File: src/rtl/lifo_pkg.sv
// Shared defaults and state type for the lifo read-side drain logic.
package lifo_pkg;

    localparam int unsigned DWIDTH_DEF = 16;
    localparam int unsigned AWIDTH_DEF = 8;

    typedef enum logic [1:0] {
        IDLE  = 2'd0,
        DRAIN = 2'd1,
        DONE  = 2'd2
    } drain_state_t;

endpackage

File: src/rtl/stream_skid_buf.sv
// Two-entry registered stream buffer: write port in, valid/ready/data out.
// The writer is responsible for never writing into a full buffer that is not popping.
module stream_skid_buf #(
    parameter int unsigned DWIDTH = 16
) (
    input  logic              clk,
    input  logic              srst,
    input  logic              wr_en,
    input  logic [DWIDTH-1:0] wr_data,
    output logic              valid,
    input  logic              ready,
    output logic [DWIDTH-1:0] data,
    output logic [1:0]        occ
);

    logic [DWIDTH-1:0] mem [2];
    logic              head;
    logic              pop;
    logic              wr_idx;

    assign pop    = valid && ready;
    // With two entries the tail slot is head when occ is 0 or 2, the other slot when occ is 1.
    assign wr_idx = head ^ occ[0];
    assign valid  = (occ != 2'd0);
    assign data   = valid ? mem[head] : '0;

    always_ff @(posedge clk) begin
        if (srst) begin
            occ  <= 2'd0;
            head <= 1'b0;
        end else begin
            if (pop) begin
                head <= ~head;
            end
            occ <= occ + 2'(wr_en) - 2'(pop);
        end
    end

    always_ff @(posedge clk) begin
        if (wr_en) begin
            mem[wr_idx] <= wr_data;
        end
    end

    always_ff @(posedge clk) begin
        if (!srst && wr_en && !pop) begin
            assert (occ != 2'd2);
        end
    end

endmodule

File: src/rtl/lifo_drain_streamer.sv
// Pops the current lifo contents and re-emits them as one valid/ready packet with last.
module lifo_drain_streamer
    import lifo_pkg::*;
#(
    parameter int unsigned DWIDTH = DWIDTH_DEF,
    parameter int unsigned AWIDTH = AWIDTH_DEF
) (
    input  logic              clk_i,
    input  logic              srst_i,
    input  logic              start_i,
    output logic              busy_o,
    output logic              done_o,
    output logic              lifo_rdreq_o,
    input  logic [DWIDTH-1:0] lifo_q_i,
    input  logic              lifo_empty_i,
    input  logic [AWIDTH:0]   lifo_usedw_i,
    output logic [DWIDTH-1:0] data_o,
    output logic              valid_o,
    input  logic              ready_i,
    output logic              last_o
);

    localparam int unsigned CW = AWIDTH + 1;

    drain_state_t  state;
    drain_state_t  state_next;
    logic [CW-1:0] rem_req;
    logic [CW-1:0] rem_out;
    logic          inflight;
    logic          rdreq_c;
    logic          pop;
    logic [1:0]    occ;
    logic [2:0]    credit_used;
    logic [2:0]    credit_limit;

    stream_skid_buf #(
        .DWIDTH (DWIDTH)
    ) u_buf (
        .clk     (clk_i),
        .srst    (srst_i),
        .wr_en   (inflight),
        .wr_data (lifo_q_i),
        .valid   (valid_o),
        .ready   (ready_i),
        .data    (data_o),
        .occ     (occ)
    );

    assign pop          = valid_o && ready_i;
    assign last_o       = valid_o && (rem_out == CW'(1));
    assign lifo_rdreq_o = rdreq_c;

    // Buffered plus in-flight words, less this cycle's pop, must stay below the buffer depth.
    assign credit_used  = 3'(occ) + 3'(inflight);
    assign credit_limit = 3'd2 + 3'(pop);

    always_comb begin
        state_next = state;
        rdreq_c    = 1'b0;
        case (state)
            IDLE: begin
                if (start_i && !lifo_empty_i) begin
                    state_next = DRAIN;
                end
            end
            DRAIN: begin
                rdreq_c = (rem_req != '0) && !lifo_empty_i && (credit_used < credit_limit);
                if (pop && last_o) begin
                    state_next = DONE;
                end
            end
            DONE: begin
                state_next = IDLE;
            end
            default: begin
                state_next = IDLE;
            end
        endcase
    end

    always_ff @(posedge clk_i) begin
        if (srst_i) begin
            state    <= IDLE;
            rem_req  <= '0;
            rem_out  <= '0;
            inflight <= 1'b0;
            busy_o   <= 1'b0;
            done_o   <= 1'b0;
        end else begin
            state    <= state_next;
            inflight <= rdreq_c;
            busy_o   <= (state_next != IDLE);
            done_o   <= (state_next == DONE);
            if (state == IDLE && state_next == DRAIN) begin
                rem_req <= lifo_usedw_i;
                rem_out <= lifo_usedw_i;
            end else begin
                if (rdreq_c) begin
                    rem_req <= rem_req - CW'(1);
                end
                if (pop) begin
                    rem_out <= rem_out - CW'(1);
                end
            end
        end
    end

endmodule

File: config.mk
export PLATFORM = sky130hd
export DESIGN_NAME = lifo_drain_streamer
export DESIGN_NICKNAME = d
export VERILOG_FILES = /design/src/rtl/lifo_pkg.sv /design/src/rtl/stream_skid_buf.sv /design/src/rtl/lifo_drain_streamer.sv
export SDC_FILE = /design/constraint.sdc
export NUM_CORES = 1
export LEC_CHECK = 0
export CORE_MARGIN = 2
export CORE_UTILIZATION = 30
export DETAILED_ROUTE_END_ITERATION = 10
export PLACE_DENSITY_LB_ADDON = 0.25
export SKIP_CTS_REPAIR_TIMING = 1
export SLEW_MARGIN = 20
export SYNTH_ARGS = -nofsm -noshare
export SYNTH_HDL_FRONTEND = slang
export SYNTH_SLANG_ARGS = --single-unit
File: constraint.sdc
create_clock -name clk_i -period 2.6 [get_ports clk_i]
set_input_delay 0.52 -clock clk_i [delete_from_list [all_inputs] [get_ports clk_i]]
set_output_delay 0.52 -clock clk_i [all_outputs]
set_load 0.01 [all_outputs]
==> metrics.md <==
| Metric | Value |
|---|---|
| Total gr overflow | `0` |
| Fin util | `42.4%` |
| Non-filler instance count after layout | `394` |
| # DRC | `0` |
| Total track usage | `12.3%` |
| Setup CP Type | `flop to output port` |
| Avg Cell Area, Syn | `11.7 µm²` |
| Slew HR | `68.7%` |
| Vias per Instance | `4.65` |
| Length of the first detailed-routing pass in iterations | `4` |
| Largest stage delay, worst path | `0.45 ns` |
| P per Cell Area | `871 nW/µm²` |
| Final hold violations | `0` |
| Post-route ant nets | `0` |
| Num CTS Buffers | `9` |
| Peak VDD IR | `300 µV` |
| Starting Density | `30.9%` |
| Critical Path Start Type | `flop` |
| Mapped Cells | `217` |
| P_leak | `1.22 nW` |
| Max Slew Vio Count | `0` |
| Dpl cells | `378` |
| Routed WL | `5260 µm` |
| Total nets after synthesis | `254` |
| Initial antenna violation count | `0` |
| Clk root buf | `clkbuf_8` |
| I/O pin total | `51` |
| Buffers added on ports | `50` |
| Critical-path cell list | `inv_2 -> ha_4 -> or4b_4 -> or3b_4 -> and3_4 -> clkbuf_2` |
| Slew @ Worst Pin | `0.470 ns` |
| Synth-to-Final Area Change | `37.0%` |
| Row count | `33` |
| Final Wtd Congestion | `0.827` |
| Post-DP HPWL | `3640 µm` |
| Top post-synthesis cells by area | `edfxtp_1, dfxtp_1, mux2i_1` |
| Post-synth EDFFs | `32` |
| Top cells by count, synth | `edfxtp_1, dfxtp_1, nor2_1` |
| Sequential-to-total area share from yosys stat | `59.1%` |
| Layout Nets | `321` |
| Iter 0 DRT Violations | `72` |
| Status | `complete, no violations` |
| Synthesized flop and latch total | `59` |
| CTS H-tree lvls | `3` |
| Vias in the first global route | `1821` |
| CTS tree | `built` |
| Core Area | `8220 µm²` |
| Drt wl/cell | `13.4 µm` |
| Yosys warns | `0` |
| Share of layout cells above drive strength 1 | `15.9%` |
| Die outline area | `9230 µm²` |
| Maximum clock frequency | `0.397 GHz` |
| Clk buf depth | `2` |
| CP top delay family | `simple AND/OR/NAND/NOR gates` |
| First-pass GRT wire length | `8400 µm` |
| Critical Path RT | `2.08 ns` |
| Minimum clock period | `2.52 ns` |
| Hold Path Class | `flop to flop` |
| Pin count of the biggest net entering global routing | `23` |
| Die height | `96.1 µm` |
| Buffers and inverters on the worst path | `2` |
| CP arrival | `2.00 ns` |
| FFs w/ async S/R, synth | `0%` |
| Final setup violating endpoints | `0` |
| Maximum capacitance violations | `0` |
| Post-synth cell types | `44` |
| Fin crit share | `96.9%` |
| FF-to-FF setup slack | `0.39 ns` |
| Num Clock Sinks | `59` |
| Number of diodes | `0` |
| Clock Latency Late Sink | `0.33 ns` |
| DR vias | `1832` |
| Cell Area, Synth | `2540 µm²` |
| CP max FO | `2` |
| DIE WIDTH | `96.1 µm` |
| Share of Yosys cell area claimed by the top area cell type | `37.8%` |
| Crit end category | `output port` |
| Ys flop type | `edfxtp_1` |
| Clk slew on worst S/H paths | `0.07 ns` |
| Most common cell in the netlist | `edfxtp_1` |
| Slowest CP cell | `or4b_4` |
| Unrepaired setup endpoints after global routing | `false` |
| Fin Clk Skew | `0.00811 ns` |
| Cell taking the most area after synthesis | `edfxtp_1` |
[report_power, final]
part           switching (W)  internal [W]
combinational       0.000465      0.000515
clock               0.000352      0.000563
sequential         0.0000701       0.00107
total               0.000888       0.00214
[placed cells by master (no fill, tap or decap), types with 2 or more instances in the layout]
| cell | count |
|---|---|
| o211ai_1 | 2 |
| a31oi_1 | 5 |
| nor2b_1 | 2 |
| ha_1 | 6 |
| a211oi_1 | 4 |
| nand4_1 | 3 |
| inv_2 | 2 |
| dfxtp_2 | 2 |
| nor2_1 | 26 |
| nor3_1 | 8 |
| nand2b_1 | 2 |
| mux2i_1 | 16 |
| o21bai_1 | 7 |
| a21oi_1 | 11 |
| or2_2 | 2 |
| clkinv_2 | 2 |
| nand2_1 | 5 |
| o21ai_0 | 3 |
| xnor2_1 | 6 |
| nand3_1 | 4 |
| dfxtp_1 | 25 |
| bufinv_16 | 2 |
| clkbuf_8 | 10 |
| clkdlybuf4s50_1 | 49 |
| xor2_1 | 6 |
| inv_1 | 6 |
| buf_4 | 15 |
| edfxtp_1 | 32 |
[worst paths after layout]
path / startpoint / to / cells after the start
worst min register to register: rem_req[7] / rem_req[7] / 2
worst min-delay path: rem_req[7] / rem_req[7] / 2
worst max-delay path: rem_req[0] / lifo_rdreq_o / 6
worst max register to register: rem_req[0] / rem_req[1] / 8
[flip-flops by register name (all words and copies together) (netlist names), named ones only]
name,cells
busy_o,1
inflight,1
u_buf.occ,2
u_buf.head,1
u_buf.mem,32
state,2
rem_out,9
done_o,1
rem_req,9
[layout make-up]
class	instances	area, µm²
clock buffers	11	141
clock inverters	5	77.6
fillers	797	4730
inverters	9	33.8
multi-input cells	140	987
flip-flops and latches	59	1500
well taps	105	131
repair buffers	65	608
[worst reg2reg max path, cell delays in order (launching register included)]
cell and delay [ns]:
dfxtp_2 0.33, inv_2 0.07, ha_4 0.13, or4b_4 0.45, or3b_4 0.39, and3_4 0.19
buf_4 0.15, a211o_1 0.30, a21oi_2 0.13
[cells by family (layout without fill, tap and decap cells)]
kind of cell / count (synthesis) / count (layout) / share of synthesized area [%]
and+or+nand+nor: 66 / 66 / 14.0
DFF: 59 / 59 / 59.1
AOI/OAI and AO/OA: 39 / 39 / 10.1
buffers and inverters: 18 / 90 / 2.95
muxes: 16 / 16 / 6.30
xor gates and xnor gates: 12 / 12 / 4.13
adders and majority gates: 7 / 7 / 3.44
[through the flow]
| step | TNS [ns] | cell area [µm²] | worst slack [ns] | hold WS [ns] | total power, W |
|---|---|---|---|---|---|
| after floorplan | 0 | 2540 | 0.354 | 0.462 | 0.00169 |
| after global placement | -0.0683 | 3250 | -0.0683 | 0.495 | 0.00213 |
| after detailed placement | -0.0550 | 3250 | -0.0550 | 0.503 | 0.00214 |
| after CTS | -0.339 | 3460 | -0.339 | 0.514 | 0.00307 |
| after global routing | 0 | 3480 | 0.0168 | 0.531 | 0.00322 |
| final | 0 | 3480 | 0.0794 | 0.516 | 0.00303 |
[per-layer routing]
metal  GRT usage [%]  wire length [µm]  vias to the layer above
met4            5.95               120                        0
met2            19.3              2380                       58
met1            15.1              2400                      840
li1                -                 -                      923
met3            4.15               364                       11
met5               0                 0                        -
(Power assumes the default switching activity.)
